$ cat src/rtl/tdm_demux4_b4_pkg.sv
// Shared definitions for the 4-slot TDM receive demultiplexer.
package tdm_demux4_b4_pkg;

  localparam int unsigned SLOT_W    = 2;
  localparam int unsigned NUM_SLOTS = 4;

  typedef enum logic {
    ST_HUNT = 1'b0,
    ST_RECV = 1'b1
  } state_t;

endpackage

$ cat src/rtl/tdm_demux4_b4_if.sv
// Bus bundle between the TDM word source and the demultiplexer's channel outputs.
interface tdm_demux4_b4_if #(
  parameter int unsigned WIDTH = 4
);
  import tdm_demux4_b4_pkg::*;

  logic [WIDTH-1:0]  din;
  logic              din_valid;
  logic              sof;
  logic [WIDTH-1:0]  o0;
  logic [WIDTH-1:0]  o1;
  logic [WIDTH-1:0]  o2;
  logic [WIDTH-1:0]  o3;
  logic              frame_valid;
  logic              frame_err;
  logic              locked;
  logic [SLOT_W-1:0] slot;

  modport master (
    output din, din_valid, sof,
    input  o0, o1, o2, o3, frame_valid, frame_err, locked, slot
  );

  modport slave (
    input  din, din_valid, sof,
    output o0, o1, o2, o3, frame_valid, frame_err, locked, slot
  );
endinterface

$ cat src/rtl/tdm_demux4_b4_dec2to4.sv
// 2-to-4 one-hot decoder with enable; all-zero output when disabled.
module dec2to4 (
  input  logic [1:0] sel,
  input  logic       en,
  output logic [3:0] y
);

  always_comb begin
    y = '0;
    if (en) y[sel] = 1'b1;
  end

endmodule

$ cat src/rtl/tdm_demux4_b4.sv
// TDM word stream to four double-buffered channel registers; frames commit atomically.
module tdm_demux4_b4
  import tdm_demux4_b4_pkg::*;
#(
  parameter int unsigned WIDTH = 4
) (
  input  logic            clk,
  input  logic            rst,
  tdm_demux4_b4_if.slave  bus
);

  state_t            state_q, state_d;
  logic [SLOT_W-1:0] slot_q, slot_d;
  logic [WIDTH-1:0]  shadow_q [NUM_SLOTS-1];
  logic [WIDTH-1:0]  shadow_d [NUM_SLOTS-1];
  logic [WIDTH-1:0]  o_q [NUM_SLOTS];
  logic [WIDTH-1:0]  o_d [NUM_SLOTS];
  logic              frame_valid_q, frame_valid_d;
  logic              frame_err_q, frame_err_d;

  logic [SLOT_W-1:0] ld_sel;
  logic              ld_en;
  logic [3:0]        ld;

  // sof always targets slot 0; decoder line 3 doubles as the commit strobe
  assign ld_sel = bus.sof ? '0 : slot_q;
  assign ld_en  = bus.din_valid & (bus.sof | ((state_q == ST_RECV) & (slot_q != '0)));

  dec2to4 u_dec (
    .sel (ld_sel),
    .en  (ld_en),
    .y   (ld)
  );

  always_comb begin
    state_d       = state_q;
    slot_d        = slot_q;
    shadow_d      = shadow_q;
    o_d           = o_q;
    frame_valid_d = 1'b0;
    frame_err_d   = 1'b0;

    for (int unsigned i = 0; i < NUM_SLOTS - 1; i++) begin
      if (ld[i]) shadow_d[i] = bus.din;
    end

    if (ld[3]) begin
      o_d[0]        = shadow_q[0];
      o_d[1]        = shadow_q[1];
      o_d[2]        = shadow_q[2];
      o_d[3]        = bus.din;
      frame_valid_d = 1'b1;
    end

    if (bus.din_valid) begin
      case (state_q)
        ST_HUNT: begin
          if (bus.sof) begin
            state_d = ST_RECV;
            slot_d  = SLOT_W'(1);
          end
        end
        ST_RECV: begin
          if (bus.sof) begin
            slot_d      = SLOT_W'(1);
            frame_err_d = (slot_q != '0);
          end else if (slot_q == '0) begin
            frame_err_d = 1'b1;
            state_d     = ST_HUNT;
          end else begin
            slot_d = slot_q + SLOT_W'(1);
          end
        end
        default: state_d = ST_HUNT;
      endcase
    end
  end

  always_ff @(posedge clk or posedge rst) begin
    if (rst) begin
      state_q       <= ST_HUNT;
      slot_q        <= '0;
      shadow_q      <= '{default: '0};
      o_q           <= '{default: '0};
      frame_valid_q <= 1'b0;
      frame_err_q   <= 1'b0;
    end else begin
      state_q       <= state_d;
      slot_q        <= slot_d;
      shadow_q      <= shadow_d;
      o_q           <= o_d;
      frame_valid_q <= frame_valid_d;
      frame_err_q   <= frame_err_d;
    end
  end

  assign bus.o0          = o_q[0];
  assign bus.o1          = o_q[1];
  assign bus.o2          = o_q[2];
  assign bus.o3          = o_q[3];
  assign bus.frame_valid = frame_valid_q;
  assign bus.frame_err   = frame_err_q;
  assign bus.locked      = (state_q == ST_RECV);
  assign bus.slot        = slot_q;

endmodule

$ cat src/flat_wrapper.sv
// flat-port wrapper written by rule: the top's interface ports become plain ports
module tdm_demux4_b4_flat import tdm_demux4_b4_pkg::*;
#(
  parameter int unsigned WIDTH = 4
)
  (clk, rst, bus_din, bus_din_valid, bus_sof, bus_o0, bus_o1, bus_o2, bus_o3, bus_frame_valid, bus_frame_err, bus_locked, bus_slot);
  tdm_demux4_b4_if #(.WIDTH(WIDTH)) bus_i ();
  input  logic clk;
  input  logic rst;
  input wire logic [$bits(bus_i.din)-1:0] bus_din;
  input wire logic [$bits(bus_i.din_valid)-1:0] bus_din_valid;
  input wire logic [$bits(bus_i.sof)-1:0] bus_sof;
  output wire logic [$bits(bus_i.o0)-1:0] bus_o0;
  output wire logic [$bits(bus_i.o1)-1:0] bus_o1;
  output wire logic [$bits(bus_i.o2)-1:0] bus_o2;
  output wire logic [$bits(bus_i.o3)-1:0] bus_o3;
  output wire logic [$bits(bus_i.frame_valid)-1:0] bus_frame_valid;
  output wire logic [$bits(bus_i.frame_err)-1:0] bus_frame_err;
  output wire logic [$bits(bus_i.locked)-1:0] bus_locked;
  output wire logic [$bits(bus_i.slot)-1:0] bus_slot;
  assign bus_i.din = bus_din;
  assign bus_i.din_valid = bus_din_valid;
  assign bus_i.sof = bus_sof;
  assign bus_o0 = bus_i.o0;
  assign bus_o1 = bus_i.o1;
  assign bus_o2 = bus_i.o2;
  assign bus_o3 = bus_i.o3;
  assign bus_frame_valid = bus_i.frame_valid;
  assign bus_frame_err = bus_i.frame_err;
  assign bus_locked = bus_i.locked;
  assign bus_slot = bus_i.slot;
  tdm_demux4_b4 #(.WIDTH(WIDTH)) u_core (.clk(clk), .rst(rst), .bus(bus_i));
endmodule
$ cat config.mk
export PLATFORM = sky130hd
export DESIGN_NAME = tdm_demux4_b4_flat
export DESIGN_NICKNAME = d
export VERILOG_FILES = /design/src/rtl/tdm_demux4_b4_pkg.sv /design/src/rtl/tdm_demux4_b4_if.sv /design/src/rtl/tdm_demux4_b4_dec2to4.sv /design/src/rtl/tdm_demux4_b4.sv /design/src/flat_wrapper.sv
export SDC_FILE = /design/constraint.sdc
export NUM_CORES = 1
export LEC_CHECK = 0
export CAP_MARGIN = 40
export CORE_MARGIN = 2
export CORE_UTILIZATION = 41
export CTS_CLUSTER_SIZE = 25
export DETAILED_ROUTE_END_ITERATION = 8
export MAX_ROUTING_LAYER = met4
export PLACE_DENSITY = 0.76
export SYNTH_ARGS = -nofsm -noshare
export SYNTH_HDL_FRONTEND = slang
export SYNTH_SLANG_ARGS = --single-unit
$ cat constraint.sdc
create_clock -name clk -period 2.7 [get_ports clk]
set_input_delay 0.54 -clock clk [delete_from_list [all_inputs] [get_ports clk]]
set_output_delay 0.54 -clock clk [all_outputs]
set_load 0.02 [all_outputs]
# Word level (Yosys, flattened, before mapping)
# Cells that the tools add are included.
[classes]
n_addsub = 1
n_lt_le_gt_ge = 2
n_eq_ne = 2
mux = 17
bitwise_logic = 4
reduce_logical = 4
[op_table]
columns = ["op", "n"]
rows = [
  ["2-to-1 mux 1 bit", 9],
  ["2-to-1 mux 2 bit", 4],
  ["2-to-1 mux 4 bit", 1],
  ["one-hot mux 2 bit (2 select lines)", 1],
  ["less-than comparator 2 x 3 -> 1 bit, second input constant", 1],
  ["inequality test 3 bit, second input constant", 1],
  ["AND reduction 3 bit", 1],
  ["adder 2 x 1 -> 2 bit, second input constant", 1],
  ["bitwise AND 1 bit", 2],
  ["demux 1 bit (select 2 bit)", 1],
  [">= comparator 2 x 1 -> 1 bit, second input constant", 1],
  ["logical NOT 2 bit", 1],
  ["inequality test 2 bit, second input constant", 1],
  ["one-hot mux 1 bit (2 select lines)", 1],
  ["nonzero test 2 bit", 1],
  ["logical AND 1 bit", 1],
  ["NOT 1 bit", 1],
  ["bitwise OR 1 bit", 1],
]
[totals]
regBits = 33
input_bits = 8
output_inout_bits = 21
word_cells = 41

# Logic depth before layout (Yosys ltp)
# Gate-level depths: netlist of run 1.
[logic_depth]
word_depth = 7
depth_mapped = 7
depth_no_buf = 6

# Hierarchy
# A second synthesis of run 1 with hierarchy kept.
[hier_totals]
hier_cells = 85
area_unflattened_um2 = 1366.3
[modules_own_cells]
columns = ["mod", "n_inst", "cells_per_inst", "area_each_um2", "seq_area_each_um2"]
rows = [
  ["tdm_demux4_b4", 1, 81, 1328.8, 825.8],
  ["dec2to4", 1, 4, 37.5, 0.0],
]

# Worst setup path after synthesis of run 1
# No wires, ideal clock.
[synth_timing]
path_kind = "reg2reg"
from = "register u_core.slot_q[0] (netlist: u_core.bus.slot[0])"
to = "register u_core.o_q, in the netlist u_core.bus.o0[0]"
setup_time_ps = 125
t_arrival_ps = 1847
required_time_ps = 2575
path_slack_ps = 728
stages_incl_launch_ff = 8
path_buffers = 2
period_less_slack_ps = 1972
cell_sequence = "dfrtp_1 inv_1 ha_1 and4bb_1 and3_4 buf_6 buf_12 mux2_4"
[synth_via]
elab_chain_len = 6
word_cells_on_any_way = 11
cone_classes = "order compare (2); mux (4); bitwise (3); reduce/logical (2)"
[synth_rtl]
columns = ["element", "line", "rtl"]
rows = [
  ["start: declaration", "tdm_demux4_b4.sv:13", "logic [SLOT_W-1:0] slot_q, slot_d;"],
  ["start signal: assignment", "tdm_demux4_b4.sv:89", "slot_q <= slot_d;"],
  ["2-to-1 mux 2 bit", "tdm_demux4_b4.sv:26", "assign ld_sel = bus.sof ? '0 : slot_q;"],
  ["less-than comparator 2 x 3 -> 1 bit (not written as such) / >= comparator 2 x 1 -> 1 bit (equally long branches)", "tdm_demux4_b4_dec2to4.sv:10", "if (en) y[sel] = 1'b1;"],
  ["logical AND 1 bit (not written as such)", "tdm_demux4_b4_dec2to4.sv:10", ""],
  ["2-to-1 mux 1 bit (not written as such)", "tdm_demux4_b4_dec2to4.sv:10", ""],
  ["demux 1 bit (select 2 bit)", "tdm_demux4_b4_dec2to4.sv:10", ""],
  ["2-to-1 mux 4 bit (*)", "tdm_demux4_b4_dec2to4.sv:10", ""],
  ["end signal: assignment", "tdm_demux4_b4.sv:84", "o_q <= '{default: '0};"],
  ["end signal: assignment", "tdm_demux4_b4.sv:91", "o_q <= o_d;"],
  ["end: declaration", "tdm_demux4_b4.sv:16", "logic [WIDTH-1:0] o_q [NUM_SLOTS];"],
]
# Mark *: on every way between the ends. The rest lies on a longest branch, timed or not.
# A chain may end at the register's enable or synchronous reset.

# Worst setup path after layout of run 1
[layout_timing]
from = "register u_core.state_q (netlist: u_core.bus.locked)"
to = "output bus_locked"
[layout_rtl]
columns = ["element", "line", "rtl"]
rows = [
  ["start: declaration", "tdm_demux4_b4.sv:12", "state_t state_q, state_d;"],
  ["start signal: assignment", "tdm_demux4_b4.sv:88", "state_q <= state_d;"],
  ["end: declaration", "flat_wrapper.sv:19", "output wire logic [$bits(bus_i.locked)-1:0] bus_locked;"],
]
# No word-level cell between the ends.

==> impl_metrics.py, run 1 <==
metrics = {
    "grt": {
        "first_global_vias": 794,
        "grt_start_max_net_pins": 34,
        "grt_pass1_wl_um": 3719,
        "gr-total-overflow": 0,
        "grt_antenna_before_repair": 0,
        "gr_util_all_layers_pct": 14.68,
    },
    "place": {
        "place.gp.congestion": 0.7645,
        "place_hpwl_um": 1626,
        "portBuffers": 28,
    },
    "power": {
        "combPwrFrac_pct": 43.3,
        "cellLeakagePower_uw": 0.0007730,
        "seq_power_share_pct": 43.8,
        "p_sw_uw": 643.7,
        "switching_share_pct": 33.17,
        "ir_drop_mv": 0.4485,
        "clockPowerShare_pct": 12.9,
        "cellInternalPower_uw": 1297,
        "power_per_cell_area_nw_per_um2": 1122,
        "power.total_uw": 1941,
    },
    "clocking": {
        "clkSinkCount": 33,
        "cts_root_buffer": "sky130_fd_sc_hd__clkbuf_4",
        "clock_buffers_created_by_tritoncts": 5,
        "cts_htree_levels": 2,
        "post-cts-setup-buffer-count": 0,
        "cts.hold.buffers_added": 0,
        "postCtsResizedCells": 0,
        "clk_pin_slew_ns": 0.09,
        "tritoncts": "built",
        "clock_path_buffers": 2,
        "clk_latency_ns": 0.32,
    },
    "drt": {
        "drt_pass1_iterations": 2,
        "post-route-drc-count": 0,
        "vias": 811,
        "wl_per_cell_um": 13.87,
        "first_iter_violations": 18,
        "avgViaCountPerCell": 4.886,
        "drt_wl_total_um": 2302,
        "route.antenna.remaining_nets": 0,
    },
    "worst_setup_path": {
        "wp_depth": 1,
        "crit_arrival_ns": 1.47,
        "r2r.worst_path.cells": 5,
        "critical_path.cell_chain": "clkdlybuf4s50_1",
        "path_class": "reg2out",
        "endpoint_kind": "output pin",
        "critical-path-slowest-cell": "sky130_fd_sc_hd__clkdlybuf4s50_1",
        "start_kind": "flop",
        "crit_buf_inv": 1,
        "critPathTopFamily": "buffers and inverters",
        "critical-path-max-stage-delay_ns": 0.66,
        "r2r_setup_slack_ns": 0.74,
        "cp_max_fo": 10,
        "crit_required_ns": 2.16,
    },
    "logic_synthesis": {
        "synth_warnings": 0,
        "asyncSetResetFlopFracSynth_pct": 100.0,
        "synth_sequential_area_ratio_pct": 60.33,
        "syn-mean-instance-area_um2": 15.73,
        "synthCells": 87,
        "ys_ff_latch": 33,
        "syn_nets": 97,
        "synth_flop_cell": "sky130_fd_sc_hd__dfrtp_1",
        "number_of_synthesized_flops_with_an_enable_pin": 0,
        "post_synth_num_cell_types": 20,
        "syn_area_um2": 1369,
    },
    "floorplan": {
        "floorplan.io_pins": 29,
        "dieWidth_um": 61.78,
        "core_region_area_um2": 3103,
        "die-height_um": 61.78,
        "die_area_um2": 3817,
        "rows": 20,
        "start_util_pct": 44.11,
    },
    "layout": {
        "num_antenna_cells": 0,
        "final_layout_size_suffix_gt1_share_pct": 30.33,
        "area_delta_synth_final_pct": 26.33,
        "layout.nets": 131,
        "mostFrequentLayoutCells": "sky130_fd_sc_hd__dfrtp_1 (33), sky130_fd_sc_hd__clkdlybuf4s50_1 (28), sky130_fd_sc_hd__mux2_2 (20)",
        "mostFrequentLayoutCell": "sky130_fd_sc_hd__dfrtp_1",
    },
    "sta": {
        "clock-skew-final_ns": 0.007176,
        "timing.final.hold_violations": 0,
        "relSlewSlack_pct": 73.02,
        "max_slew.worst_pin.slew_ns": 0.4047,
        "period_minus_ws_final_ns": 2.014,
        "max_freq_mhz": 496.5,
        "rsz0062_at_grt": "no",
        "fin_crit_sh_pct": 74.59,
        "finalSetupViolCount": 0,
        "timing.final.max_slew_violations": 0,
        "setup_tns_final_ns": 0,
    },
    "min_path": {
        "hp-class": "reg2reg",
        "min_delay_path_depth": 1,
    },
    "run": {
        "cap_violations": 0,
    },
    "outcome": {
        "outcome": "completed",
    },
}
[final timing paths]
path	to	startpoint
hold / removal	u_core.shadow_q[4]	u_core.shadow_q[4]
setup / recovery	bus_locked	u_core.bus.locked
setup reg to reg	u_core.bus.o0[2]	u_core.bus.slot[0]
min in group asynchronous	u_core.bus.o0[0]	rst
hold reg to reg	u_core.shadow_q[4]	u_core.shadow_q[4]
max in group asynchronous	u_core.bus.o1[2]	rst
[sequential cells by signal (all words and copies together), names as in the netlist]
register	cells
u_core.bus.frame_err	1
u_core.bus.frame_valid	1
u_core.bus.locked	1
u_core.bus.o0	4
u_core.bus.o1	4
u_core.bus.o2	4
u_core.bus.o3	4
u_core.bus.slot	2
u_core.shadow_q	12
[metrics by stage]
step	setup WS (ns)	util, %	cell area, um^2	hold slack, ns	instances
4_1_cts	0.6566	55.73	1729	0.5094	166
3_5_place_dp	0.4238	54.15	1680	0.4871	158
6_report	0.6860	55.73	1729	0.5081	166
3_3_place_gp	0.4803	54.15	1680	0.4786	158
2_1_floorplan	0.7278	-	1369	0.4736	87
5_1_grt	0.6070	55.73	1729	0.5237	166
[layer usage]
metal,GRT usage [%],part of all wire (%),vias up
met3,4.141,5.0,6
met5,-,0,-
met1,17.44,45,401
li1,-,-,381
met4,10.94,2.8,0
met2,21.05,47,23
[logic make-up (layout without fill, tap and decap cells)]
kind of cell | Yosys count | in the layout | synth area share [%]
AOI/OAI and AO/OA | 6 | 6 | 2.743
adders and majority gates | 2 | 2 | 1.828
buffers and inverters | 7 | 42 | 3.930
DFF | 33 | 33 | 60.33
muxes | 29 | 29 | 26.33
and+or+nand+nor | 10 | 10 | 4.844
[power by group through the flow]
stage	sequential, uW	clock, uW	combinational, uW
after global routing	878	289	907
after detailed placement	860	0	844
after global placement	849	0	826
after CTS	850	264	851
final	849	251	841
after floorplan	991	0	365
[cells in the mapped netlist, drive strengths merged (2+ instances only)]
library cell	number	area (um^2)
dfrtp	33	825.8
mux2	29	360.4
o21ai	2	10.01
ha	2	25.02
nand2	2	7.510
nand3	3	15.01
inv	4	15.01
buf	3	38.79
[cell type report]
type                    count  area [um^2]
repair buffers             30        295.3
clock buffers               8        48.80
inverters                   4        15.01
multi-input cells          47        489.2
well taps                  44        55.05
fillers                   261         1374
flip-flops and latches     33        825.8
No activity file was read; power rests on OpenSTA's default activity.
==> run 2: changes to the inputs <==
--- a/config.mk
+++ b/config.mk
@@ -11,7 +11,7 @@
 export CTS_CLUSTER_SIZE = 25
 export DETAILED_ROUTE_END_ITERATION = 8
 export MAX_ROUTING_LAYER = met4
-export PLACE_DENSITY = 0.76
+export PLACE_DENSITY = 0.78
 export SYNTH_ARGS = -nofsm -noshare
 export SYNTH_HDL_FRONTEND = slang
 export SYNTH_SLANG_ARGS = --single-unit
==> constraint.sdc (replaced) <==
create_clock -name clk -period 1.7 [get_ports clk]
set_input_delay 0.34 -clock clk [delete_from_list [all_inputs] [get_ports clk]]
set_output_delay 0.34 -clock clk [all_outputs]
set_load 0.02 [all_outputs]
==> run 2 against run 1 <==
Effect of this change:
- clock-buffer cell count decreased by 1
- clock skew decreased by 0.0028 ns
- register-to-register slack got worse by 0.75 ns
- wire length increased by 17%
- first-iteration DRC count decreased by 33%
- cell area increased by 14%
- non-clock buffer count increased by 15
- utilization increased by 7.7 points
- critical path depth increased by 5
- via count increased by 5.2%
- the run now ends with negative setup slack left
==> impl_metrics.py, run 2 (synthesis results as in run 1) <==
metrics = {
    "outcome": {
        "outcome": "finished with violations",
        "violations": "negative setup slack",
    },
    "sta": {
        "clock-skew-final_ns": 0.004362,
        "finalSetupViolCount": 1,
        "fin_crit_sh_pct": 100.3,
        "rsz0062_at_grt": "yes",
        "timing.final.hold_violations": 0,
        "period_minus_ws_final_ns": 1.705,
        "relSlewSlack_pct": 81.26,
        "worst_slack_ns": -0.005260,
        "max_slew.worst_pin.slew_ns": 0.2805,
        "timing.final.max_slew_violations": 0,
        "max_freq_mhz": 586.4,
    },
    "layout": {
        "area_delta_synth_final_pct": 43.88,
        "finish.utilization_pct": 63.47,
        "num-fill-cells": 249,
        "final_layout_size_suffix_gt1_share_pct": 45.26,
        "finish.instance_area_um2": 1969,
        "mostFrequentLayoutCell": "sky130_fd_sc_hd__dfrtp_1",
        "num_antenna_cells": 0,
        "layout.nets": 146,
        "number_of_flip_flops_in_the_largest_register": 12,
        "mostFrequentLayoutCells": "sky130_fd_sc_hd__dfrtp_1 (31), sky130_fd_sc_hd__clkdlybuf4s50_1 (22), sky130_fd_sc_hd__mux2_2 (17)",
        "final_cell_count_no_fill": 181,
        "max_flop_register": "u_core.shadow_q",
        "layout.area.seq_um2": 828.3,
        "multi_input_comb_area_um2": 529.3,
    },
    "floorplan": {
        "rows": 20,
        "die-height_um": 61.78,
        "dieWidth_um": 61.78,
        "start_util_pct": 44.11,
        "die_area_um2": 3817,
        "core_region_area_um2": 3103,
        "floorplan.io_pins": 29,
    },
    "place": {
        "place.gp.congestion": 0.7700,
        "place_hpwl_um": 1705,
        "pre_cts_ws_ns": -0.2398,
        "postPlaceCellArea_um2": 1760,
        "post-place-cells": 165,
        "portBuffers": 28,
    },
    "grt": {
        "grt_antenna_before_repair": 0,
        "first_global_vias": 880,
        "grt_pass1_wl_um": 4222,
        "gr_util_all_layers_pct": 16.26,
        "grt_start_max_net_pins": 34,
        "gr-total-overflow": 0,
    },
    "clocking": {
        "cts_root_buffer": "sky130_fd_sc_hd__clkbuf_4",
        "cts_htree_levels": 2,
        "clock_path_buffers": 2,
        "clkSinkCount": 33,
        "cts.hold.buffers_added": 0,
        "clk_pin_slew_ns": 0.10,
        "tritoncts": "built",
        "clk_latency_ns": 0.32,
        "clock_buffers_created_by_tritoncts": 5,
    },
    "drt": {
        "vias": 853,
        "drt_wl_total_um": 2690,
        "first_iter_violations": 12,
        "route.antenna.remaining_nets": 0,
        "post-route-drc-count": 0,
        "drt_pass1_iterations": 3,
        "wl_per_cell_um": 14.86,
        "avgViaCountPerCell": 4.713,
    },
    "worst_setup_path": {
        "critical-path-max-stage-delay_ns": 0.41,
        "path_class": "reg2reg",
        "crit_arrival_ns": 1.92,
        "crit_required_ns": 1.91,
        "endpoint_kind": "flop",
        "start_kind": "flop",
        "critical-path-slowest-cell": "sky130_fd_sc_hd__dfrtp_2",
        "cp_max_fo": 6,
        "critical_path.cell_chain": "inv_4 -> ha_4 -> and4bb_1 -> and3_4 -> buf_12 -> mux2_2",
    },
    "power": {
        "power.total_uw": 3573,
        "power_per_cell_area_nw_per_um2": 1814,
        "cellLeakagePower_uw": 0.0009249,
        "ir_drop_mv": 0.7840,
    },
    "min_path": {
        "hp-class": "in2async",
    },
    "run": {
        "cap_violations": 0,
    },
}
[run 2: cell types whose count changed in the layout (fill, tap and decap cells not counted), moves of 3 or more]
| cell | before | now |
|---|---|---|
| sky130_fd_sc_hd__buf_4 | 2 | 13 |
| sky130_fd_sc_hd__clkdlybuf4s50_1 | 28 | 22 |
| sky130_fd_sc_hd__buf_12 | 0 | 3 |
| sky130_fd_sc_hd__dlymetal6s2s_1 | 0 | 3 |
| sky130_fd_sc_hd__mux2_2 | 20 | 17 |
| sky130_fd_sc_hd__mux2_4 | 9 | 12 |
[run 2: path summary, 6_finish.rpt]
path                                      from                   to  slack, ns  depth (start not counted)
setup / recovery            u_core.bus.slot[0]     u_core.bus.o2[1]     -0.005                          6
hold / removal                             rst   u_core.bus.slot[0]       0.34                          3
setup reg to reg            u_core.bus.slot[0]     u_core.bus.o2[1]     -0.005                          6
hold reg to reg            u_core.shadow_q[10]  u_core.shadow_q[10]       0.51                          1
max in group asynchronous                  rst   u_core.bus.slot[1]       1.19                          3
min in group clk           u_core.shadow_q[10]  u_core.shadow_q[10]       0.51                          1
[run 2: where the power goes]
| group | switching (uW) | internal, uW |
|---|---|---|
| Combinational | 698 | 938 |
| Clock | 255 | 351 |
| Sequential | 199 | 1130 |
| Total | 1150 | 2420 |
[run 2: what timing repair did]
item,CTS,global route
pin swaps,1,3
buffers inserted,3,5
setup endpoints to repair,10,26
gates resized for setup,4,12
gates cloned,0,0
[run 2: layout make-up]
| cell class | count | share of cell area (%) |
|---|---|---|
| clock buffer | 7 | 2.795 |
| clock inverter | 1 | 1.525 |
| inverter | 4 | 0.8895 |
| multi-input combinational | 47 | 26.87 |
| sequential | 33 | 42.06 |
| tap | 44 | 2.795 |
| timing repair buffer | 45 | 23.06 |
[run 2: routing by layer]
layer / vias up / share of wire, % / wire length [um] / GRT usage, %
met4: 0 / 1.1 / 30 / 6.383
met2: 20 / 51 / 1363 / 26.02
met5: - / 0 / 0 / -
met3: 4 / 3.7 / 99 / 4.348
li1: 407 / - / - / -
met1: 422 / 44 / 1197 / 19.60
[run 2: per-stage QoR]
stage	TNS, ns	hold WS (ns)
global route	-0.5744	0.3541
CTS	0	0.3346
detailed placement	-4.556	0.4898
finish	-0.005260	0.3375
floorplan	-1.296	0.4441
global placement	-3.627	0.4789
[run 2: critical path, delay by kind of cell (launching register included)]
| family | cells | cell delay [ns] |
|---|---|---|
| buf+inv | 2 | 0.18 |
| simple gates | 2 | 0.52 |
| fa+ha+maj | 1 | 0.15 |
| mux | 1 | 0.33 |
| flops | 1 | 0.41 |
